`config.mk`:
```
export PLATFORM = sky130hd
export DESIGN_NAME = bcd_dabble_flat
export DESIGN_NICKNAME = d
export VERILOG_FILES = /design/src/rtl/bcd_pkg.sv /design/src/rtl/bcd_dabble_if.sv /design/src/rtl/bcd_digit_adj.sv /design/src/rtl/bcd_dabble.sv /design/src/flat_wrapper.sv
export SDC_FILE = /design/constraint.sdc
export NUM_CORES = 1
export LEC_CHECK = 0
export ABC_CLOCK_PERIOD_IN_PS = 1600
export BUFFER_PORTS_ARGS = -buffer_cell sky130_fd_sc_hd__buf_2
export CORE_MARGIN = 2
export CORE_UTILIZATION = 25
export DETAILED_ROUTE_END_ITERATION = 8
export GPL_ROUTABILITY_DRIVEN = 1
export PLACE_DENSITY = 0.52
export SKIP_LAST_GASP = 1
export SLEW_MARGIN = 25
export SYNTH_ARGS = -nofsm -noshare
export SYNTH_HDL_FRONTEND = slang
export SYNTH_SLANG_ARGS = --single-unit
```
`constraint.sdc`:
```
create_clock -name clk -period 1.6 [get_ports clk]
set_clock_uncertainty 0.15 [all_clocks]
set_input_delay 0.32 -clock clk [delete_from_list [all_inputs] [get_ports clk]]
set_output_delay 0.32 -clock clk [all_outputs]
set_load 0.02 [all_outputs]
```
`src/rtl/bcd_pkg.sv`:
```
`timescale 1ns/1ps
// Shared types and constants for the double-dabble binary-to-BCD converter.
package bcd_pkg;

   typedef enum logic [1:0] {
      IDLE  = 2'd0,
      SHIFT = 2'd1,
      DONE  = 2'd2
   } state_t;

   localparam int unsigned DIGIT_W     = 4;
   localparam logic [3:0]  ADD3_THRESH = 4'd5;

   // True when every WIDTH-bit binary value fits in DIGITS decimal digits.
   // Widths beyond 63 bits are rejected rather than evaluated.
   function automatic bit range_ok(input int unsigned width, input int unsigned digits);
      longint unsigned max_bin;
      longint unsigned max_dec;
      if (width > 63) return 1'b0;
      max_bin = (64'd1 << width) - 64'd1;
      max_dec = 64'd1;
      for (int unsigned i = 0; i < digits && i < 19; i++) max_dec = max_dec * 64'd10;
      max_dec = max_dec - 64'd1;
      return max_bin <= max_dec;
   endfunction

endpackage

```
`src/rtl/bcd_dabble_if.sv`:
```
`timescale 1ns/1ps
// Handshake and result bundle between the binary source, the converter and the display stage.
interface bcd_dabble_if
   import bcd_pkg::*;
#(
   parameter int WIDTH  = 10,
   parameter int DIGITS = 4
);
   logic [WIDTH-1:0]          in_data;
   logic                      in_valid;
   logic                      in_ready;
   logic [DIGIT_W*DIGITS-1:0] bcd_out;
   logic [DIGITS-1:0]         blank_out;
   logic                      out_valid;

   modport master (
      output in_data, in_valid,
      input  in_ready, bcd_out, blank_out, out_valid
   );

   modport slave (
      input  in_data, in_valid,
      output in_ready, bcd_out, blank_out, out_valid
   );
endinterface

```
`src/rtl/bcd_digit_adj.sv`:
```
`timescale 1ns/1ps
// Per-digit double-dabble correction: add 3 to any digit of 5 or more before the shift.
module bcd_digit_adj
   import bcd_pkg::*;
(
   input  logic [DIGIT_W-1:0] digit_in,
   output logic [DIGIT_W-1:0] digit_out
);

   assign digit_out = (digit_in >= ADD3_THRESH) ? digit_in + 4'd3 : digit_in;

endmodule

```
`src/rtl/bcd_dabble.sv`:
```
`timescale 1ns/1ps
// Sequential binary-to-BCD converter (shift-and-add-3) with leading-zero mask.
// state | meaning
// IDLE  | ready for a new value (once out of reset)
// SHIFT | WIDTH adjust-and-shift iterations
// DONE  | latch digits and blank mask, pulse out_valid next cycle
module bcd_dabble
   import bcd_pkg::*;
#(
   parameter int WIDTH  = 10,
   parameter int DIGITS = 4
)(
   input logic         clk,
   input logic         rst_n,
   bcd_dabble_if.slave bus
);

   localparam int BCD_W = DIGIT_W * DIGITS;
   localparam int SR_W  = BCD_W + WIDTH;
   localparam int CNT_W = $clog2(WIDTH + 1);
   localparam logic [CNT_W-1:0]  CNT_LAST  = CNT_W'(WIDTH - 1);
   localparam logic [DIGITS-1:0] BLANK_RST = ~DIGITS'(1);

   if (!range_ok(WIDTH, DIGITS)) begin : g_range_chk
      $error("bcd_dabble: DIGITS too small to hold 2**WIDTH-1");
   end

   state_t            state;
   state_t            state_nxt;
   logic              ready_en;
   logic              in_ready;
   logic              accept;
   logic [CNT_W-1:0]  cnt;
   logic [SR_W-1:0]   sr;
   logic [BCD_W-1:0]  bcd_adj;
   logic [DIGITS-1:0] blank_nxt;
   logic              zero_run;
   logic [BCD_W-1:0]  bcd_q;
   logic [DIGITS-1:0] blank_q;
   logic              out_valid_q;

   for (genvar k = 0; k < DIGITS; k++) begin : g_adj
      bcd_digit_adj u_adj (
         .digit_in  (sr[WIDTH + DIGIT_W*k +: DIGIT_W]),
         .digit_out (bcd_adj[DIGIT_W*k +: DIGIT_W])
      );
   end

   always_ff @(posedge clk or negedge rst_n) begin
      if (!rst_n) state <= IDLE;
      else        state <= state_nxt;
   end

   always_comb begin
      state_nxt = state;
      case (state)
         IDLE:    if (accept) state_nxt = SHIFT;
         SHIFT:   if (cnt == CNT_LAST) state_nxt = DONE;
         DONE:    state_nxt = IDLE;
         default: state_nxt = IDLE;
      endcase
   end

   always_comb begin
      in_ready = 1'b0;
      if (state == IDLE) in_ready = ready_en;
   end

   assign accept = bus.in_valid && in_ready;

   // Holds in_ready low for the first cycle after reset release.
   always_ff @(posedge clk or negedge rst_n) begin
      if (!rst_n) ready_en <= 1'b0;
      else        ready_en <= 1'b1;
   end

   always_ff @(posedge clk or negedge rst_n) begin
      if (!rst_n) begin
         sr  <= '0;
         cnt <= '0;
      end else if (accept) begin
         sr  <= {{BCD_W{1'b0}}, bus.in_data};
         cnt <= '0;
      end else if (state == SHIFT) begin
         sr  <= {bcd_adj, sr[WIDTH-1:0]} << 1;
         cnt <= cnt + 1'b1;
      end
   end

   // A digit is blank only if it and every more significant digit are zero.
   always_comb begin
      blank_nxt = '0;
      zero_run  = 1'b1;
      for (int k = DIGITS - 1; k >= 1; k--) begin
         zero_run     = zero_run && (sr[WIDTH + DIGIT_W*k +: DIGIT_W] == '0);
         blank_nxt[k] = zero_run;
      end
   end

   always_ff @(posedge clk or negedge rst_n) begin
      if (!rst_n) begin
         bcd_q       <= '0;
         blank_q     <= BLANK_RST;
         out_valid_q <= 1'b0;
      end else begin
         out_valid_q <= (state == DONE);
         if (state == DONE) begin
            bcd_q   <= sr[SR_W-1:WIDTH];
            blank_q <= blank_nxt;
         end
      end
   end

   assign bus.in_ready  = in_ready;
   assign bus.bcd_out   = bcd_q;
   assign bus.blank_out = blank_q;
   assign bus.out_valid = out_valid_q;

endmodule
```
`src/flat_wrapper.sv`:
```
// flat-port wrapper written by rule: the top's interface ports become plain ports
module bcd_dabble_flat import bcd_pkg::*;
#(
   parameter int WIDTH  = 10,
   parameter int DIGITS = 4
)
  (clk, rst_n, bus_in_data, bus_in_valid, bus_in_ready, bus_bcd_out, bus_blank_out, bus_out_valid);
  bcd_dabble_if #(.WIDTH(WIDTH), .DIGITS(DIGITS)) bus_i ();
  input logic clk;
  input logic rst_n;
  input wire logic [$bits(bus_i.in_data)-1:0] bus_in_data;
  input wire logic [$bits(bus_i.in_valid)-1:0] bus_in_valid;
  output wire logic [$bits(bus_i.in_ready)-1:0] bus_in_ready;
  output wire logic [$bits(bus_i.bcd_out)-1:0] bus_bcd_out;
  output wire logic [$bits(bus_i.blank_out)-1:0] bus_blank_out;
  output wire logic [$bits(bus_i.out_valid)-1:0] bus_out_valid;
  assign bus_i.in_data = bus_in_data;
  assign bus_i.in_valid = bus_in_valid;
  assign bus_in_ready = bus_i.in_ready;
  assign bus_bcd_out = bus_i.bcd_out;
  assign bus_blank_out = bus_i.blank_out;
  assign bus_out_valid = bus_i.out_valid;
  bcd_dabble #(.WIDTH(WIDTH), .DIGITS(DIGITS)) u_core (.clk(clk), .rst_n(rst_n), .bus(bus_i));
endmodule
```
==> impl_metrics.py, run 1 <==
metrics = {
    "clock_tree": {
        "cts_tree": "yes",
        "worstSkewPairLatency_ns": 0.31,
        "ctsRootBufferMaster": "clkbuf_8",
        "h-tree-depth": 2,
        "clock-sinks": 53,
        "path_clk_slew_ns": 0.10,
        "cts_buffer_depth": 2,
        "numCtsBuffers": 5,
    },
    "detailed_routing": {
        "top_layer": "met4",
        "m1WireLength_um": 2490,
        "wl_met2_um": 2420,
        "antenna_left": 0,
        "vias_per_cell": 4.40,
        "routedWlPerCell_um": 12.9,
        "first_pass_iters": 5,
        "vias": 1769,
        "drt-initial-drc-count": 91,
        "wl_um": 5170,
        "met3WireLength_um": 202,
        "drcViolationCount": 0,
    },
    "worst_setup_path": {
        "start_kind": "flip-flop",
        "r2r_start": "u_core.state[1]$_DFFE_PN0P_",
        "critPathMaxFanout": 3,
        "path_class": "reg2out",
        "r2r_slack_ns": 0.02,
        "cp.required_ns": 1.13,
        "worstRegToRegCells": 5,
        "arrival_ns": 1.17,
        "crit_path_end_kind": "output pin",
        "rr_endpoint": "u_core.sr[8]$_DFFE_PN0P_",
    },
    "final_layout": {
        "fill_cells": 923,
        "regArea_um2": 1330,
        "area_growth_pct": 29.0,
        "multi_input_area_um2": 985,
        "antenna_cells": 0,
        "drive_gt1_share_pct": 35.5,
        "nets": 297,
        "final_util_pct": 33.4,
    },
    "synth": {
        "synth_edf_count": 0,
        "synth_commonest_cells": "dfrtp_1, nand2_1, inv_1",
        "synth_top_cell_area_share_pct": 52.4,
        "async_flop_share_pct": 100,
        "ys_warn_count": 0,
        "yosys-top-cells-area": "dfrtp_1, ha_1, mux2_2",
        "ys.flop_type": "dfrtp_1",
        "synth_top_area_cell": "dfrtp_1",
        "syn_area_per_cell_um2": 11.2,
        "yosysMostFrequentCell": "dfrtp_1",
        "synth-seq-cells": 53,
        "ys_seq_area_share_pct": 55.7,
        "synth_cells": 214,
        "synth_area_um2": 2390,
        "syn_nets": 239,
        "synthDistinctLibCells": 32,
    },
    "sta": {
        "fmax_ghz": 0.608,
        "fin_ws_ns": -0.0437,
        "final-hold-violation-count": 0,
        "period_minus_slack_ns": 1.64,
        "finalSetupViolations": 1,
        "period_share_pct": 103,
        "rsz0062_at_grt": "yes",
        "drv_slew": 0,
        "fin_hold_ws_ns": 0.0602,
    },
    "status": {
        "outcome": "complete, but fails checks",
        "violations": "negative setup slack",
    },
    "floorplan": {
        "fp.coreArea_um2": 9240,
        "start_util_pct": 25.9,
        "die_w_um": 102,
        "rows": 35,
        "die_h_um": 102,
        "die-area_um2": 10400,
        "num_io_pins": 35,
    },
    "grt": {
        "grt-ovfl-total": 0,
        "grt_usage_pct": 10.5,
        "grt_max_degree": 27,
        "grt_pass1_wl_um": 8550,
        "antenna_found_initial": 0,
        "grt_pass1_vias": 1776,
    },
    "min_path": {
        "min_to": "u_core.sr[1]$_DFFE_PN0P_",
        "min_from": "bus_in_data[1]",
        "min_path_type": "in2reg",
        "hold_path_depth": 3,
    },
    "place": {
        "io_buffer_count": 33,
        "dpl.hpwl_um": 3660,
        "place.gp.congestion": 0.776,
    },
    "power_and_ir_drop": {
        "cellPowerDensity_nw_per_um2": 1990,
        "p_leak_nw": 1.48,
        "ir_drop_mv": 0.727,
    },
    "job": {
        "maxCapViolCount": 0,
    },
}
[final cells by class]
class	instances	area share (%)
Clock inverter	2	1.14
Inverter	19	2.31
Sequential cell	53	43.1
Multi-Input combinational cell	130	31.9
Clock buffer	6	2.35
Tap cell	129	5.24
Timing Repair Buffer	63	13.9
[how the worst max path moves through the flow]
stage / startpoint / endpoint / slack (ns) / cells after the start
after floorplan: u_core.sr[18]$_DFFE_PN0P_ / u_core.sr[20]$_DFFE_PN0P_ / 0.008 / 6
after global placement: u_core.state[1]$_DFFE_PN0P_ / u_core.sr[16]$_DFFE_PN0P_ / -0.03 / 5
after detailed placement: u_core.state[1]$_DFFE_PN0P_ / u_core.sr[24]$_DFFE_PN0P_ / -0.03 / 5
after CTS: u_core.state[1]$_DFFE_PN0P_ / bus_in_ready / -0.07 / 3
after global routing: u_core.state[1]$_DFFE_PN0P_ / bus_in_ready / -0.1 / 3
final: u_core.state[1]$_DFFE_PN0P_ / bus_in_ready / -0.04 / 3
[critical path, stage by stage, from the launching register on]
cell,delay (ns)
dfrtp_1,0.40
buf_4,0.15
nor3b_2,0.15
buf_4,0.16
[metrics by stage]
stage | instance area (um2) | power [mW] | cells | setup WS [ns] | TNS [ns]
2_1_floorplan | 2400 | 3.99 | 214 | 0.00754 | 0
3_3_place_gp | 2890 | 4.96 | 391 | -0.0253 | -0.0253
3_5_place_dp | 2890 | 5.02 | 391 | -0.0279 | -0.0358
4_1_cts | 3020 | 5.98 | 401 | -0.0670 | -0.212
5_1_grt | 3080 | 6.64 | 402 | -0.0988 | -0.614
6_report | 3080 | 6.14 | 402 | -0.0437 | -0.0437
[registers in the layout, summed over array words and instances (netlist names)]
name / cells
u_core.bus.bcd_out: 16
u_core.bus.blank_out: 3
u_core.bus.out_valid: 1
u_core.cnt: 4
u_core.ready_en: 1
u_core.sr: 26
u_core.state: 2
[cell families after synthesis]
group	after synthesis	share of synthesized area, %
xor+xnor	8	2.93
compound gates	53	15.6
other cells	2	0.314
mux	9	4.24
simple gates	46	9.27
flops	53	55.7
buf+inv	31	5.71
fa+ha+maj	12	6.28
[layout by cell type, fill, tap and decap left out, types with 3 or more instances in the layout]
cell type   n
a21oi_2     3
a21oi_1     4
o21ai_0    14
xor2_1      4
ha_1       10
dfrtp_1    50
inv_2       4
a32o_1      4
nand2_1    21
o22ai_1     6
buf_4      26
a222oi_1    9
nor2_1      6
dfstp_2     3
xnor2_1     4
nand3_1     3
buf_2      32
inv_1      15
mux2_2      8
o31ai_1     3
clkbuf_8    5
nand2b_1    5
[metal layers]
layer,track usage [%],vias to the layer above
met5,0,-
met4,2.81,0
met3,2.48,7
met2,17.3,33
met1,13.8,857
li1,-,872
[power breakdown]
group	switching [mW]	total, mW	internal [mW]
registers	0.404	2.30	1.90
clock network	0.451	0.916	0.465
logic	1.55	2.93	1.37
[what timing repair did]
action | 4_1_cts | 5_1_grt
pin swaps | 1 | 11
hold buffers | 1 | 0
cloned | 0 | 1
resized for setup | 2 | 22
endpoints found under the setup margin | 6 | 24
setup buffers | 1 | 0
hold endpoints to repair | 9 | 0
(Power assumes the default switching activity.)
==> run 2, diff against run 1 <==
- CORE_MARGIN: 2 -> 1.5
==> impl_metrics.py, run 2 (synthesis results as in run 1) <==
metrics = {
    "status": {
        "outcome": "complete, but fails checks",
        "violations": "negative setup slack",
    },
    "place": {
        "dpl.hpwl_um": 3540,
        "place.gp.congestion": 0.788,
        "io_buffer_count": 33,
        "placed_area_um2": 2890,
        "dp_slack_ns": 0.0230,
        "dpl.cell_count": 388,
    },
    "power_and_ir_drop": {
        "switching_power_mw": 2.31,
        "p_sw_share_pct": 39.6,
        "combPwrFrac_pct": 48.2,
        "p_leak_nw": 1.45,
        "clockPowerShare_pct": 12.6,
        "ir_drop_mv": 0.617,
        "p_seq_share_pct": 39.3,
        "cellPowerDensity_nw_per_um2": 1930,
        "p_int_mw": 3.52,
    },
    "detailed_routing": {
        "vias_per_cell": 4.40,
        "routedWlPerCell_um": 12.4,
        "drcViolationCount": 0,
        "antenna_left": 0,
        "vias": 1752,
        "first_pass_iters": 6,
        "wl_um": 4930,
        "drt-initial-drc-count": 106,
    },
    "final_layout": {
        "largest_reg_flops": 26,
        "final_util_pct": 32.7,
        "nets": 293,
        "final_cell_mix": "dfrtp_1, buf_2, nand2_1, buf_4",
        "top_register": "u_core.sr",
        "layout.cells.non_filler": 398,
        "layout.cells.most_common": "dfrtp_1",
        "drive_gt1_share_pct": 33.1,
        "antenna_cells": 0,
        "finalInstanceArea_um2": 3020,
        "area_growth_pct": 26.4,
    },
    "sta": {
        "period_minus_slack_ns": 1.61,
        "period_share_pct": 101,
        "finalSetupViolations": 1,
        "final-hold-violation-count": 0,
        "fin_ws_ns": -0.0142,
        "fmax_ghz": 0.619,
        "rsz0062_at_grt": "yes",
        "finalSetupTns_ns": -0.0142,
        "drv_slew": 0,
    },
    "grt": {
        "grt_max_degree": 31,
        "grt_usage_pct": 10.6,
        "antenna_found_initial": 0,
        "grt_pass1_vias": 1785,
        "grt-ovfl-total": 0,
        "grt_pass1_wl_um": 8470,
    },
    "floorplan": {
        "start_util_pct": 25.9,
        "die_h_um": 101,
        "fp.coreArea_um2": 9240,
        "die_w_um": 101,
        "die-area_um2": 10200,
        "num_io_pins": 35,
        "rows": 35,
    },
    "clock_tree": {
        "ctsRootBufferMaster": "clkbuf_8",
        "clock-sinks": 53,
        "cts_tree": "yes",
        "h-tree-depth": 2,
        "cts_buffer_depth": 2,
        "path_clk_slew_ns": 0.09,
        "numCtsBuffers": 5,
        "worstSkewPairLatency_ns": 0.30,
    },
    "min_path": {
        "min_from": "bus_in_data[5]",
        "min_path_type": "in2reg",
        "hold_path_depth": 3,
        "min_to": "u_core.sr[5]$_DFFE_PN0P_",
    },
    "worst_setup_path": {
        "path_class": "reg2out",
        "start_kind": "flip-flop",
        "r2r_slack_ns": 0.02,
        "critPathMaxFanout": 3,
        "arrival_ns": 1.14,
        "worstRegToRegCells": 5,
        "r2r_start": "u_core.state[1]$_DFFE_PN0P_",
        "cp.required_ns": 1.13,
        "crit_path_end_kind": "output pin",
        "rr_endpoint": "u_core.sr[3]$_DFFE_PN0P_",
        "setup.worst_path.start": "u_core.state[1]$_DFFE_PN0P_",
    },
    "job": {
        "maxCapViolCount": 0,
    },
}
-- run 2: cell types whose count changed in the layout (fill, tap and decap cells not counted), sizes merged --
cell	previous run	this run
clkinv	1	0
bufinv	1	0
buf	62	58
clkbuf	6	8
-- run 2: per-layer routing --
layer	routed length, um	share of wire, %	up-vias	GRT usage [%]
met1	2430	49	847	13.8
met5	0	0	-	0
met3	207	4.2	7	2.57
met4	49	0.99	0	3.79
met2	2240	45	40	17.4
li1	-	-	858	-
-- run 2: final cells by class --
type | instances | area (um2)
Fill cell | 960 | 6220
Tap cell | 129 | 161
Clock buffer | 8 | 80.1
Sequential cell | 53 | 1330
Timing Repair Buffer | 59 | 419
Multi-Input combinational cell | 130 | 960
Inverter | 19 | 71.3
-- run 2: worst max path at each step --
stage | end | slack [ns] | cells past startpoint
after CTS | bus_in_ready | -0.03 | 3
final | bus_in_ready | -0.01 | 3
after detailed placement | u_core.sr[20]$_DFFE_PN0P_ | 0.02 | 5
after floorplan | u_core.sr[20]$_DFFE_PN0P_ | 0.008 | 6
after global placement | u_core.sr[20]$_DFFE_PN0P_ | 0.03 | 5
after global routing | u_core.sr[8]$_DFFE_PN0P_ | -0.08 | 5
-- run 2: power groups by stage --
stage / logic (mW) / registers, mW / clock network, mW
after global routing: 3.17 / 2.39 / 0.802
after global placement: 2.69 / 2.30 / 0
after floorplan: 1.48 / 2.51 / 0
final: 2.81 / 2.29 / 0.732
after CTS: 2.76 / 2.28 / 0.762
after detailed placement: 2.74 / 2.31 / 0
-- run 2: worst max-delay path, cell delays in order (launching register included) --
cell and delay, ns:
dfrtp_1 0.39, buf_4 0.15, nor3b_2 0.15, buf_4 0.16
-- run 2: through the flow --
step | hold WS [ns] | power, mW
6_report | 0.0777 | 5.83
5_1_grt | 0.0822 | 6.36
4_1_cts | 0.0670 | 5.80
3_5_place_dp | 0.0939 | 5.04
3_3_place_gp | 0.0924 | 4.99
2_1_floorplan | -0.126 | 3.99
-- run 2: repair_timing --
| action | 4_1_cts | 5_1_grt |
|---|---|---|
| gates resized for setup | 2 | 15 |
| pin swaps | 0 | 7 |
| setup endpoints to repair | 1 | 19 |
| hold buffers | 1 | 0 |
| setup buffers | 1 | 0 |
| hold endpoints to repair | 10 | 0 |
